$ cat src/rtl/ex_divider.sv
// Multi-cycle radix-2 restoring divider for the EX stage. It handles DIV/DIVU/REM/REMU,
// resolves divide-by-zero and signed overflow without iterating, and stalls the front end while it computes.
module ex_divider (
  input  logic        clk,
  input  logic        rst_n,
  input  logic        start,
  input  logic [1:0]  op,
  input  logic [31:0] rs1_data,
  input  logic [31:0] rs2_data,
  input  logic [4:0]  rd_in,
  input  logic        flush,
  output logic        busy,
  output logic        stall_out,
  output logic        done,
  output logic [31:0] result,
  output logic [4:0]  rd_out
);

  typedef enum logic [1:0] {IDLE, CALC, DONE} state_t;

  state_t      state, state_next;
  logic [5:0]  count;
  logic [31:0] quo, rem, dvs;
  logic        is_rem_q, neg_q, neg_r;
  logic [4:0]  rd_q;

  logic        accept, is_signed, div_zero, overflow, special;
  logic [31:0] abs_a, abs_b;
  logic [32:0] shifted, diff;
  logic        fits;
  logic [31:0] quo_next, rem_next, quo_final, rem_final, res_next;

  assign accept    = (state == IDLE) && start && !flush;
  assign is_signed = ~op[0];
  assign abs_a     = (is_signed && rs1_data[31]) ? (32'd0 - rs1_data) : rs1_data;
  assign abs_b     = (is_signed && rs2_data[31]) ? (32'd0 - rs2_data) : rs2_data;
  assign div_zero  = (rs2_data == 32'd0);
  assign overflow  = is_signed && (rs1_data == 32'h8000_0000) && (rs2_data == 32'hFFFF_FFFF);
  assign special   = div_zero || overflow;

  // One restoring step: shift the next dividend bit into the partial remainder and subtract if it fits.
  assign shifted   = {rem, quo[31]};
  assign diff      = shifted - {1'b0, dvs};
  assign fits      = ~diff[32];
  assign rem_next  = fits ? diff[31:0] : shifted[31:0];
  assign quo_next  = {quo[30:0], fits};
  assign quo_final = neg_q ? (32'd0 - quo) : quo;
  assign rem_final = neg_r ? (32'd0 - rem) : rem;
  assign res_next  = is_rem_q ? rem_final : quo_final;

  always_ff @(posedge clk or negedge rst_n) begin
    if (!rst_n) state <= IDLE;
    else        state <= state_next;
  end

  always_comb begin
    state_next = state;
    case (state)
      IDLE:    if (accept) state_next = special ? DONE : CALC;
      CALC: begin
        if (flush)              state_next = IDLE;
        else if (count == 6'd31) state_next = DONE;
      end
      DONE:    state_next = IDLE;
      default: state_next = IDLE;
    endcase
  end

  always_comb begin
    busy      = (state != IDLE);
    stall_out = rst_n && (accept || (state == CALC));
  end

  // Special cases preload quo/rem so that the common sign-fixup mux yields the architected answer.
  always_ff @(posedge clk or negedge rst_n) begin
    if (!rst_n) begin
      count    <= 6'd0;
      quo      <= 32'd0;
      rem      <= 32'd0;
      dvs      <= 32'd0;
      is_rem_q <= 1'b0;
      neg_q    <= 1'b0;
      neg_r    <= 1'b0;
      rd_q     <= 5'd0;
      done     <= 1'b0;
      result   <= 32'd0;
      rd_out   <= 5'd0;
    end else begin
      done <= 1'b0;
      if (accept) begin
        is_rem_q <= op[1];
        rd_q     <= rd_in;
        count    <= 6'd0;
        if (div_zero) begin
          quo   <= 32'hFFFF_FFFF;
          rem   <= rs1_data;
          dvs   <= 32'd0;
          neg_q <= 1'b0;
          neg_r <= 1'b0;
        end else if (overflow) begin
          quo   <= 32'h8000_0000;
          rem   <= 32'd0;
          dvs   <= 32'd0;
          neg_q <= 1'b0;
          neg_r <= 1'b0;
        end else begin
          quo   <= abs_a;
          rem   <= 32'd0;
          dvs   <= abs_b;
          neg_q <= is_signed && (rs1_data[31] ^ rs2_data[31]);
          neg_r <= is_signed && rs1_data[31];
        end
      end else if (state == CALC && !flush) begin
        quo   <= quo_next;
        rem   <= rem_next;
        count <= count + 6'd1;
      end else if (state == DONE && !flush) begin
        done   <= 1'b1;
        result <= res_next;
        rd_out <= rd_q;
      end
    end
  end

endmodule

$ cat config.mk
export PLATFORM = sky130hd
export DESIGN_NAME = ex_divider
export DESIGN_NICKNAME = d
export VERILOG_FILES = /design/src/rtl/ex_divider.sv
export SDC_FILE = /design/constraint.sdc
export NUM_CORES = 1
export LEC_CHECK = 0
export BUFFER_PORTS_ARGS = -buffer_cell sky130_fd_sc_hd__buf_4
export CAP_MARGIN = 10
export CORE_UTILIZATION = 45
export DETAILED_ROUTE_END_ITERATION = 8
export PLACE_DENSITY = 0.73
export SETUP_SLACK_MARGIN = 0.2
export SYNTH_ARGS = -nofsm -noshare
export SYNTH_HDL_FRONTEND = slang
export SYNTH_SLANG_ARGS = --single-unit
$ cat constraint.sdc
create_clock -name clk -period 2.74 [get_ports clk]
set_input_delay 0.137 -clock clk [delete_from_list [all_inputs] [get_ports clk]]
set_output_delay 0.137 -clock clk [all_outputs]
set_load 0.01 [all_outputs]
# --- Word level (Yosys, flattened, before mapping) ---
# Cells that the tools add are included.
op_classes:
  n_bitwise: 5
  eq_ne: 7
  mux: 29
  reduce_logical: 19
  n_addsub: 6
ops:
  columns: ["cell", "n"]
  rows:
  - ["32-bit two-way mux", 15]
  - ["1-bit by 32-bit subtractor with 32-bit output (first input constant)", 4]
  - ["32-bit equality test (second input constant)", 2]
  - ["33-bit by 32-bit subtractor with 33-bit output", 1]
  - ["32-bit logical NOT", 1]
  - ["6-bit two-way mux", 2]
  - ["1-bit logical AND", 10]
  - ["2-bit two-way mux", 4]
  - ["1-bit two-way mux", 7]
  - ["6-bit by 1-bit adder with 6-bit output (second input constant)", 1]
  - ["6-bit by 5-bit equality test with 1-bit output (second input constant)", 1]
  - ["1-bit inverter", 4]
  - ["2-bit case mux with 2 select lines", 1]
  - ["2-bit nonzero test", 2]
  - ["3-bit inequality test (second input constant)", 1]
  - ["3-bit AND reduction", 1]
  - ["2-bit by 1-bit equality test with 1-bit output (second input constant)", 1]
  - ["2-bit equality test (second input constant)", 1]
  - ["2-bit logical NOT", 1]
  - ["1-bit logical OR", 2]
  - ["2-bit inequality test (second input constant)", 1]
  - ["2-bit AND reduction", 1]
  - ["1-bit logical NOT", 1]
  - ["1-bit bitwise XOR", 1]
totals:
  inputBits: 75
  output_inout_bits: 40
  elab_cells: 78
  ff_bits: 150

# --- Logic depth before layout (Yosys ltp) ---
# Gate-level depths: netlist (run 1).
logic_depth:
  depth_word: 7
  mapped_depth: 12
  depth_no_buf: 11

# --- Least setup slack after synthesis (run 1) ---
# No wires, ideal clock.
synth_path:
  kind: "register -> register"
  from: "register quo[20]"
  to: "register result[28]"
  path_slack_ns: -0.158
  setup_ns: 0.123
  arrival_ns: 2.776
  required_time_ns: 2.617
  n_path_buf: 0
  path_stages_with_launch: 9
  synth_period_minus_slack_ns: 2.898
  path_cell_list: "dfrtp_1 > or4_4 > or4_1 > or2_1 > or4_4 > o31ai_4 > xnor2_1 > or3_1 > o221a_2"
synth_between:
  elab_chain_cells: 3
synth_rtl:
  columns: ["element", "line", "source"]
  rows:
  - ["from (decl)", "23", "logic [31:0] quo, rem, dvs;"]
  - ["from (signal assigned)", "107", "quo <= abs_a;"]
  - ["from (signal assigned)", "114", "quo <= quo_next;"]
  - ["1-bit by 32-bit subtractor with 32-bit output", "47", "assign quo_final = neg_q ? (32'd0 - quo) : quo;"]
  - ["32-bit two-way mux", "47", null]
  - ["32-bit two-way mux", "49", "assign res_next = is_rem_q ? rem_final : quo_final;"]
  - ["to (signal assigned)", "119", "result <= res_next;"]
  - ["to (decl)", "15", "output logic [31:0] result,"]
# Every way passes these cells.
# A chain may end at the register's enable or synchronous reset.

# --- Worst setup path in the final report (run 1) ---
# Same ends and word-level chain as after synthesis.

==> metrics, run 1 <==
CP Max Fanout=3; Hold Path Stages=3; commonest non-fill, non-tap cell in the layout=buf_4; Leak Pwr=6.33 nW; core area=24200 sq um; CP required=3.06 ns; Overall Global Routing Usage=27.7%; Via density=5.86; Mean Syn Cell Area=8.18 sq um; die width=159 um; failing checks=design-rule violations, negative hold slack, negative setup slack; RSZ-0062 raised after global routing=yes; total CTS buffers=17; fraction of layout cells with a size suffix above 1=28.6%; Routed WL per cell=18.4 um; drt pass-1 iters=8; Worst Clk Skew=0.0127 ns; Worst-path clk slew=0.07 ns; register area share after synthesis=33.9%; pwr/cell area=1240 nW/um^2; Post-Syn Nets=1470; Critical-path top delay cell=or4_4; GRT overflow=0; Crit path largest cell delay=0.54 ns; startpoint type of the worst setup path=flip-flop; CP dominant cell by count=or4_4; Fin. Hold Viols=1; reg2reg path depth=8; initial core utilization=45.7%; vias post-DR=11300; Top-Level Pins=115; Critical Path End Type=flip-flop; outcome=complete, but fails checks; GP Congestion=0.923; Tightest Pin Transition=1.41 ns; Final TNS setup=-2.97 ns; first-pass GRT wire length=55900 um; Final Max Tran Viols=0; Final Non-Filler Cells=1933; Crit Path Class=flip-flop to flip-flop; Final #Nets=1710; Place WS=-0.192 ns; ys async rst share=100%; number of global-route vias before repair=10600; clk root buf=clkbuf_16; Post-DP HPWL=26000 um; DRT iter0 DRCs=959; Antenna diodes=0; dpl cells=1870; drc violations=2; H-Tree Depth=4; post-route ant nets=0; Synth cell types=67; worst-case vdd ir drop=0.000801 V; relative slew slack=6.31%; top_reg_cell synth=dfrtp_1; Cell Chain, Critical Path=or4_4 > or4_4 > or2_4 > or4_4 > o31ai_4 > xnor2_1 > or3_1 > o221a_2; setup ws final=-0.257 ns; register bit count reported by yosys=150; largest net degree at the start of global routing=96; max_cap viols=0; Min Hold Slack=-0.00370 ns; antenna violations before repair=0; worst-skew pair later-pin latency=0.43 ns; port bufs=114; period utilization=109%; Worst EP arrival=3.32 ns; most frequent cells in the layout=buf_4, nand2_1, dfrtp_1; Routed WL=35600 um; Core Util, Final=62.1%; CTS tree=done; DIE AREA=25300 sq um; Post-Syn Area=11100 sq um; fmax=0.334 GHz; post-synthesis cell count=1356; cell row count=57; Area growth syn-to-layout=35.9%; final setup fails=36; Die Ht=159 um; Num Clock Sinks=150; Post-synth EDFFs=0; Tmin final=3.00 ns; HP Class=input pin to flip-flop; Syn. warnings=0; clk buf depth=2
[sequential cells by signal (all words and copies together), names as in the netlist, 2 cells and up]
register and flops:
result 32, rem 32, rd_out 5, state 2, quo 32, rd_q 5
dvs 32, count 6
[synth_stat cells (3+ instances only)]
| cell | instances | area share [%] |
|---|---|---|
| o31ai_1 | 36 | 2.4 |
| nor2b_1 | 8 | 0.45 |
| or3_1 | 24 | 1.4 |
| nor2_1 | 114 | 3.9 |
| or4_1 | 15 | 1.0 |
| xor2_1 | 81 | 6.4 |
| or2_2 | 6 | 0.34 |
| o21a_1 | 5 | 0.34 |
| nand2_1 | 150 | 5.1 |
| a211oi_1 | 21 | 1.4 |
| nand2b_1 | 13 | 0.73 |
| mux2_2 | 3 | 0.30 |
| buf_2 | 4 | 0.18 |
| a221oi_1 | 20 | 1.6 |
| nand4_1 | 15 | 0.85 |
| clkbuf_1 | 65 | 2.2 |
| and3_1 | 6 | 0.34 |
| nor4_1 | 10 | 0.56 |
| o21bai_1 | 4 | 0.27 |
| mux2i_1 | 22 | 2.0 |
| xnor2_1 | 70 | 5.5 |
| nand3b_1 | 5 | 0.34 |
| nand3_1 | 13 | 0.59 |
| nor3_1 | 27 | 1.2 |
| o211ai_1 | 8 | 0.54 |
| a21o_1 | 8 | 0.54 |
| o41ai_1 | 12 | 0.95 |
| buf_1 | 5 | 0.17 |
| nor4bb_1 | 3 | 0.27 |
| dfrtp_1 | 150 | 34 |
| o22ai_1 | 32 | 1.8 |
| a31oi_1 | 16 | 0.90 |
| o21ai_0 | 148 | 6.7 |
| or2_1 | 3 | 0.17 |
| o221ai_1 | 11 | 0.87 |
| a21oi_1 | 90 | 4.1 |
| ha_1 | 38 | 4.3 |
| inv_1 | 52 | 1.8 |
[power by group]
part           total, W  internal (W)  leakage, nW  switching [W]
logic            0.0125       0.00620         4.19        0.00628
registers       0.00384       0.00304         1.86       0.000802
clock network   0.00239       0.00136        0.282        0.00103
[cell type report]
| class | count | area, sq um |
|---|---|---|
| fill | 2037 | 9180 |
| clock buffer | 17 | 425 |
| tap | 324 | 405 |
| timing repair buffer | 295 | 2420 |
| clock inverter | 15 | 166 |
| sequential | 150 | 3760 |
| inverter | 52 | 195 |
| multi-input combinational | 1080 | 7700 |
[worst max-delay path: cells and delay by family (launching register included)]
family / cells / cell delay [ns]
simple gates: 5 / 2.06
xor+xnor: 1 / 0.11
compound gates: 2 / 0.33
flops: 1 / 0.38
[metrics by stage]
stage / total power (W) / area [sq um]
detailed placement: 0.0135 / 13400
global route: 0.0198 / 15100
global placement: 0.0133 / 13400
CTS: 0.0174 / 14700
finish: 0.0187 / 15100
floorplan: 0.00984 / 11200
[kinds of logic (layout without fill, tap and decap cells)]
kind of cell             count (synthesis)  count (layout)  share of synthesized area, %
AO/OA/AOI/OAI                          441             441                          25.0
AND/OR/NAND/NOR                        423             423                          18.0
XOR/XNOR                               152             152                          12.1
flip-flops                             150             150                          33.9
buffers and inverters                  126             379                          4.31
adder cells (fa/ha/maj)                 39              39                          4.47
multiplexers                            25              25                          2.29
[timing repair]
item / in CTS / in global routing
cloned: 1 / 0
setup buffers: 15 / 7
hold buffers: 8 / 0
gates resized for setup: 99 / 66
setup endpoints to repair: 48 / 51
pin swaps: 29 / 24
hold endpoints to repair: 38 / 0
[routing by layer]
layer	track usage, %	vias to the layer above	wire length (um)
li1	-	5425	-
met1	37.5	5398	15400
met2	45.0	433	16700
met3	4.27	66	2560
met4	9.88	0	1040
met5	0	-	0
[path summary, 6_finish.rpt]
kind / startpoint / end / slack (ns)
worst min-delay path: rs2_data[28] / dvs[28] / -0.004
min in group asynchronous: rst_n / result[2] / 0.16
max in group asynchronous: rst_n / rem[8] / 1.75
worst max-delay path: quo[20] / result[28] / -0.26
worst max register to register: quo[20] / result[28] / -0.26
worst min register to register: rd_out[4] / rd_out[4] / 0.48
Power figures use the tool's default switching activity.
==> run 2: changes to the inputs <==
--- a/config.mk
+++ b/config.mk
@@ -8,8 +8,9 @@
 export BUFFER_PORTS_ARGS = -buffer_cell sky130_fd_sc_hd__buf_4
 export CAP_MARGIN = 10
 export CORE_UTILIZATION = 45
+export CTS_BUF_LIST = sky130_fd_sc_hd__clkbuf_4
 export DETAILED_ROUTE_END_ITERATION = 8
-export PLACE_DENSITY = 0.73
+export PLACE_DENSITY_LB_ADDON = 0.2
 export SETUP_SLACK_MARGIN = 0.2
 export SYNTH_ARGS = -nofsm -noshare
 export SYNTH_HDL_FRONTEND = slang
==> metrics, run 2 (synthesized netlist as in run 1, its figures left out) <==
Num Clock Sinks=150 (unchanged); Crit Path Class=flip-flop to flip-flop; post-route ant nets=0 (unchanged); Tmin final=2.91 ns (-0.0874 ns); Area growth syn-to-layout=40.0%; Via density=5.74 (-2.0%); Crit path largest cell delay=0.43 ns (-0.11 ns); antenna violations before repair=1 (+1); drt pass-1 iters=5 (-3); Post-DP HPWL=25800 um (-0.89%); relative slew slack=29.4% (+23 points); DIE AREA=25300 sq um (unchanged); Final #Nets=1779 (+4.0%); Worst Clk Skew=0.0318 ns (+0.0191 ns); max_cap viols=0 (unchanged); clk buf depth=2 (unchanged); first-pass GRT wire length=57200 um (+2.3%); Hold Path Stages=4 (+1); Tightest Pin Transition=1.06 ns (-0.350 ns); Leak Pwr=6.52 nW (+3.0%); worst-case vdd ir drop=0.000698 V (-13%); Critical-path top delay cell=dfrtp_1; clk root buf=clkbuf_4; pwr/cell area=1120 nW/um^2 (-10%); RSZ-0062 raised after global routing=yes; largest net degree at the start of global routing=103 (+7.3%); Top-Level Pins=115 (unchanged); Overall Global Routing Usage=28.2% (+0.50 points); worst-skew pair later-pin latency=0.58 ns (+0.15 ns); Routed WL=36000 um (+0.86%); cell row count=57 (unchanged); CP dominant cell by count=buf_6; reg2reg path depth=13 (+5); core area=24200 sq um (unchanged); Final Max Tran Viols=0 (unchanged); Min Hold Slack=0.0408 ns (+0.0445 ns); fraction of layout cells with a size suffix above 1=26.8% (-1.8 points); die width=159 um (unchanged); Worst EP arrival=3.38 ns (+0.06 ns); GRT overflow=0 (unchanged); final setup fails=38 (+5.6%); startpoint type of the worst setup path=flip-flop; commonest non-fill, non-tap cell in the layout=buf_4; most frequent cells in the layout=buf_4, dfrtp_1, nand2_1; vias post-DR=11500 (+1.5%); port bufs=114 (unchanged); H-Tree Depth=4 (unchanged); fmax=0.344 GHz (+3.0%); Critical Path End Type=flip-flop; DRT iter0 DRCs=844 (-12%); setup ws final=-0.170 ns (+0.0874 ns); Worst-path clk slew=0.14 ns (+0.07 ns); Die Ht=159 um (unchanged); CP required=3.21 ns (+0.15 ns); HP Class=input pin to flip-flop; Cell Chain, Critical Path=ha_4 > fa_2 > nor2b_2 > o31a_1 > o21bai_2 > a41o_1 > o21ba_4 > xnor2_4 > buf_6 > buf_16 > buf_6 > mux2i_1 > a211oi_1; failing checks=negative setup slack; drc violations=0 (-2); initial core utilization=45.7% (unchanged); number of global-route vias before repair=10900 (+2.8%); Tot Pwr=0.0173 W (-7.3%); GP Congestion=0.917 (-0.66%); CP Max Fanout=4 (+1); Routed WL per cell=17.9 um (-2.7%); total CTS buffers=17 (unchanged); outcome=complete, but fails checks; period utilization=106% (-3.2 points); CTS tree=done; Fin. Hold Viols=0 (-1)
run 2: cell count changes in the layout (fill, tap and decap cells not counted), moves of 6 or more:
| cell | before | now |
|---|---|---|
| a211oi_1 | 14 | 20 |
| dlygate4sd3_1 | 8 | 77 |
| a211oi_2 | 7 | 1 |
| inv_6 | 8 | 0 |
| clkbuf_16 | 17 | 0 |
| buf_4 | 261 | 255 |
| clkbuf_4 | 0 | 18 |
run 2: cell type report:
| class | count | area (sq um) |
|---|---|---|
| clock inverter | 14 | 113 |
| inverter | 52 | 198 |
| sequential | 150 | 3750 |
| antenna | 1 | 2.50 |
| fill | 2082 | 8720 |
| timing repair buffer | 364 | 3190 |
| multi-input combinational | 1080 | 7720 |
| tap | 324 | 405 |
| clock buffer | 18 | 135 |
run 2: what timing repair did:
action,in CTS,in global routing
pin swaps,28,38
cloned,3,0
setup endpoints to repair,49,88
setup buffers,15,4
hold buffers,77,0
hold endpoints to repair,153,0
resized for setup,95,72
run 2: layer usage:
metal / global-route usage (%) / wire length, um / vias to the layer above / share of wire, %
met3: 2.89 / 1790 / 72 / 5.0
met1: 39.1 / 16400 / 5488 / 46
met2: 45.4 / 16700 / 384 / 46
met5: 0 / 0 / - / 0
met4: 11.2 / 1130 / 0 / 3.1
li1: - / - / 5553 / -
run 2: worst max-delay path, delay by kind of cell (launching register included):
| family | cells | cell delay (ns) |
|---|---|---|
| simple gates | 1 | 0.14 |
| compound gates | 5 | 1.02 |
| xor+xnor | 1 | 0.24 |
| flops | 1 | 0.43 |
| mux | 1 | 0.07 |
| fa+ha+maj | 2 | 0.53 |
| buf+inv | 3 | 0.37 |
run 2: final timing paths:
check	startpoint	endpoint	slack, ns
max	dvs[0]	rem[14]	-0.17
min	rs2_data[8]	dvs[9]	0.04
max reg2reg	dvs[0]	rem[14]	-0.17
min reg2reg	rd_q[1]	rd_out[1]	0.48
max in group asynchronous	rst_n	dvs[26]	1.78
min in group asynchronous	rst_n	result[26]	0.05
run 2: stage by stage:
stage / worst slack [ns] / setup TNS (ns) / utilization (%) / instance area (sq um) / cells
after CTS: -0.144 / -2.72 / 62.2 / 15100 / 1997
final: -0.170 / -4.12 / 64.0 / 15500 / 2003
after detailed placement: -0.227 / -2.36 / 55.3 / 13400 / 1870
after global placement: -0.189 / -1.20 / 55.3 / 13400 / 1870
after global routing: -0.289 / -7.91 / 64.0 / 15500 / 2003
after floorplan: -0.126 / -0.347 / - / 11200 / 1356
run 2: where the power goes:
group          switching (W)  total [W]  leakage [nW]  internal (W)
Sequential          0.000732    0.00375          1.86       0.00302
Clock               0.000856    0.00130         0.125      0.000447
Combinational        0.00614     0.0123          4.54       0.00615
Total                0.00772     0.0173          6.52       0.00962
==> run 3: changes to the inputs <==
--- a/config.mk
+++ b/config.mk
@@ -5,11 +5,13 @@
 export SDC_FILE = /design/constraint.sdc
 export NUM_CORES = 1
 export LEC_CHECK = 0
+export ABC_AREA = 1
 export BUFFER_PORTS_ARGS = -buffer_cell sky130_fd_sc_hd__buf_4
 export CAP_MARGIN = 10
 export CORE_UTILIZATION = 45
 export CTS_BUF_LIST = sky130_fd_sc_hd__clkbuf_4
 export DETAILED_ROUTE_END_ITERATION = 8
+export MAX_ROUTING_LAYER = met4
 export PLACE_DENSITY_LB_ADDON = 0.2
 export SETUP_SLACK_MARGIN = 0.2
 export SYNTH_ARGS = -nofsm -noshare
==> metrics, run 3 <==
outcome=completed; Crit path largest cell delay=0.46 ns (+0.03 ns); count leader, synth=nand2_1; WP depth=11 (-2); HP Class=input pin to async pin; Synth cell types=59 (-12%); DIE AREA=31500 sq um (+25%); relative slew slack=46.7% (+17 points); Routed WL per cell=18.5 um (+2.9%); CP Launch Point=rem[10]; clk root buf=clkbuf_4; Syn. warnings=0 (unchanged); core area=30000 sq um (+24%); Post-Syn Nets=2400 (+63%); Critical Path End Type=flip-flop; Post-DP HPWL=40600 um (+57%); cell row count=63 (+11%); Seq. cell area=3770 sq um (+0.37%); Fin. Hold Viols=0 (unchanged); Final TNS setup=0 ns (+4.12 ns); antenna violations before repair=1 (unchanged); worst-skew pair later-pin latency=0.64 ns (+0.06 ns); fmax=0.408 GHz (+19%); post-synth top area cell=dfrtp_1; Final Max Tran Viols=0 (unchanged); worst-case vdd ir drop=0.000599 V (-14%); drc violations=0 (unchanged); ys async rst share=100% (unchanged); multi-input logic area=8750 sq um (+13%); CTS tree=done; register bit count reported by yosys=150 (unchanged); Top-Level Pins=115 (unchanged); Post-Syn Area=13900 sq um (+25%); fraction of layout cells with a size suffix above 1=14.0% (-13 points); Fill cells=3055 (+47%); Critical-path top delay cell=dfrtp_1; Area growth syn-to-layout=21.4%; vias post-DR=15800 (+38%); Cell Chain, Critical Path=buf_4 > nor2_1 > nand3_1 > nor2_1 > nand4_1 > nand2_1 > o21ai_0 > o21ai_0 > nand2_1 > nand2_1 > nand2_1; Worst-path clk slew=0.14 ns (about the same); setup ws final=0.289 ns (+0.459 ns); Via density=5.47 (-4.7%); CP dominant cell by count=nand2_1; reg2reg path depth=11 (-2); GRT overflow=0 (unchanged); Core Util, Final=56.2% (-7.8 points); Mean Syn Cell Area=6.07 sq um (-26%); Crit Path Class=flip-flop to flip-flop; final instance area=16800 sq um (+8.5%); Tot Pwr=0.0211 W (+21%); Die Ht=178 um (+12%); FF-to-FF Start=rem[10]; Num Clock Sinks=150 (unchanged); Worst EP arrival=2.97 ns (-0.41 ns); reg-to-reg slack, setup=0.29 ns (+0.46 ns); CP top delay family=simple AND/OR/NAND/NOR gates; top_reg_cell synth=dfrtp_1; CP Max Fanout=5 (+1); Place WS=0.134 ns (+0.361 ns); register area share after synthesis=27.1% (-6.8 points); RSZ-0062 raised after global routing=yes; GP Congestion=1.03 (+13%); port bufs=114 (unchanged); Tmin final=2.45 ns (-0.459 ns); initial core utilization=46.3% (+0.59 points); top post-synthesis cells by area=dfrtp_1, nand2_1, inv_1, nand3_1, nor2_1; DRT iter0 DRCs=2091 (+150%); Worst Clk Skew=0.0285 ns (-0.00327 ns); CP required=3.26 ns (+0.05 ns); Post-synth EDFFs=0 (unchanged); clk buf depth=2 (unchanged); total CTS buffers=17 (unchanged); largest net degree at the start of global routing=81 (-21%); number of global-route vias before repair=14300 (+31%); first-pass GRT wire length=81200 um (+42%); H-Tree Depth=4 (unchanged); Tightest Pin Transition=0.800 ns (-0.255 ns); Area after DPL=15100 sq um (+13%); worst reg2reg endpoint=result[31]; commonest non-fill, non-tap cell in the layout=nand2_1; crit path to=result[31]; post-route ant nets=0 (unchanged); post-synth top area share=27.1% (-6.8 points); Routed WL=53400 um (+48%); pwr/cell area=1250 nW/um^2 (+12%); startpoint type of the worst setup path=flip-flop; die width=178 um (+12%); max_cap viols=0 (unchanged); post-synthesis cell count=2286 (+69%); drt pass-1 iters=7 (+2); final setup fails=0 (-100%); Post-synth top cells=nand2_1, inv_1, nor2_1; Overall Global Routing Usage=35.1% (+6.9 points); most frequent cells in the layout=nand2_1, inv_1, nor2_1; Leak Pwr=8.81 nW (+35%); Final #Nets=2599 (+46%); period utilization=89.4% (-17 points); Worst Path Buf+Inv=1 (-2)
[run 3: cell count changes in the layout (fill, tap and decap cells not counted), sizes merged, moves of 19 or more]
cell and change:
o31ai -31, a211oi -21, nand2 +592, nand4 +29
a21oi +24, nor2 +113, inv +322, nand3 +197
a221oi -19, xnor2 -60, or3 -24, mux2i -22
xor2 -33, buf -114
[run 3: per-stage QoR]
stage	hold slack, ns	instances
6_report	0.00541	2890
3_3_place_gp	0.125	2752
5_1_grt	0.00966	2890
3_5_place_dp	0.127	2752
2_1_floorplan	-0.159	2286
4_1_cts	0.00358	2859
[run 3: power breakdown]
part	total (W)	switching, W	internal [W]
Clock	0.00163	0.000892	0.000739
Sequential	0.00419	0.000970	0.00322
Combinational	0.0152	0.00980	0.00544
Total	0.0211	0.0117	0.00940
[run 3: metal layers]
layer	routed length, um	vias to the layer above	share of wire [%]	GRT usage, %
met1	24200	7309	45	49.6
met3	4780	80	8.9	6.21
li1	-	7656	-	-
met2	23100	765	43	51.4
met5	0	-	0	-
met4	1240	0	2.3	9.01
[run 3: layout make-up]
class	count	share of cell area [%]
Tap cell	390	2.90
Sequential cell	150	22.4
Multi-Input combinational cell	1695	52.0
Clock buffer	19	0.847
Inverter	374	8.34
Antenna cell	2	0.0297
Timing Repair Buffer	247	12.5
Clock inverter	13	1.06
[run 3: worst min path at each step]
stage	slack [ns]	endpoint	cells past startpoint	from
2_1_floorplan	-0.16	count[0]	0	rst_n
3_3_place_gp	0.12	result[5]	1	rst_n
3_5_place_dp	0.13	result[4]	1	rst_n
4_1_cts	0.004	result[17]	2	rst_n
5_1_grt	0.01	quo[6]	2	rst_n
6_report	0.005	result[17]	2	rst_n
[run 3: cell families after synthesis]
logic type / Yosys count / synth area share [%]
buf+inv: 447 / 12.8
xor+xnor: 59 / 3.73
flops: 150 / 27.1
compound gates: 320 / 13.3
simple gates: 1271 / 39.5
fa+ha+maj: 39 / 3.57
[run 3: timing repair]
action | in CTS | in global routing
resized for setup | 1 | 77
hold buffers | 74 | 0
buffers inserted | 0 | 24
setup endpoints to repair | 32 | 43
pin swaps | 1 | 13
hold endpoints to repair | 241 | 0
cloned | 1 | 5
[run 3: worst reg2reg max path, stage by stage (launching register included)]
cell,delay [ns]
dfrtp_1,0.46
buf_4,0.18
nor2_1,0.19
nand3_1,0.09
nor2_1,0.25
nand4_1,0.18
nand2_1,0.19
o21ai_0,0.14
o21ai_0,0.34
nand2_1,0.19
nand2_1,0.09
nand2_1,0.05
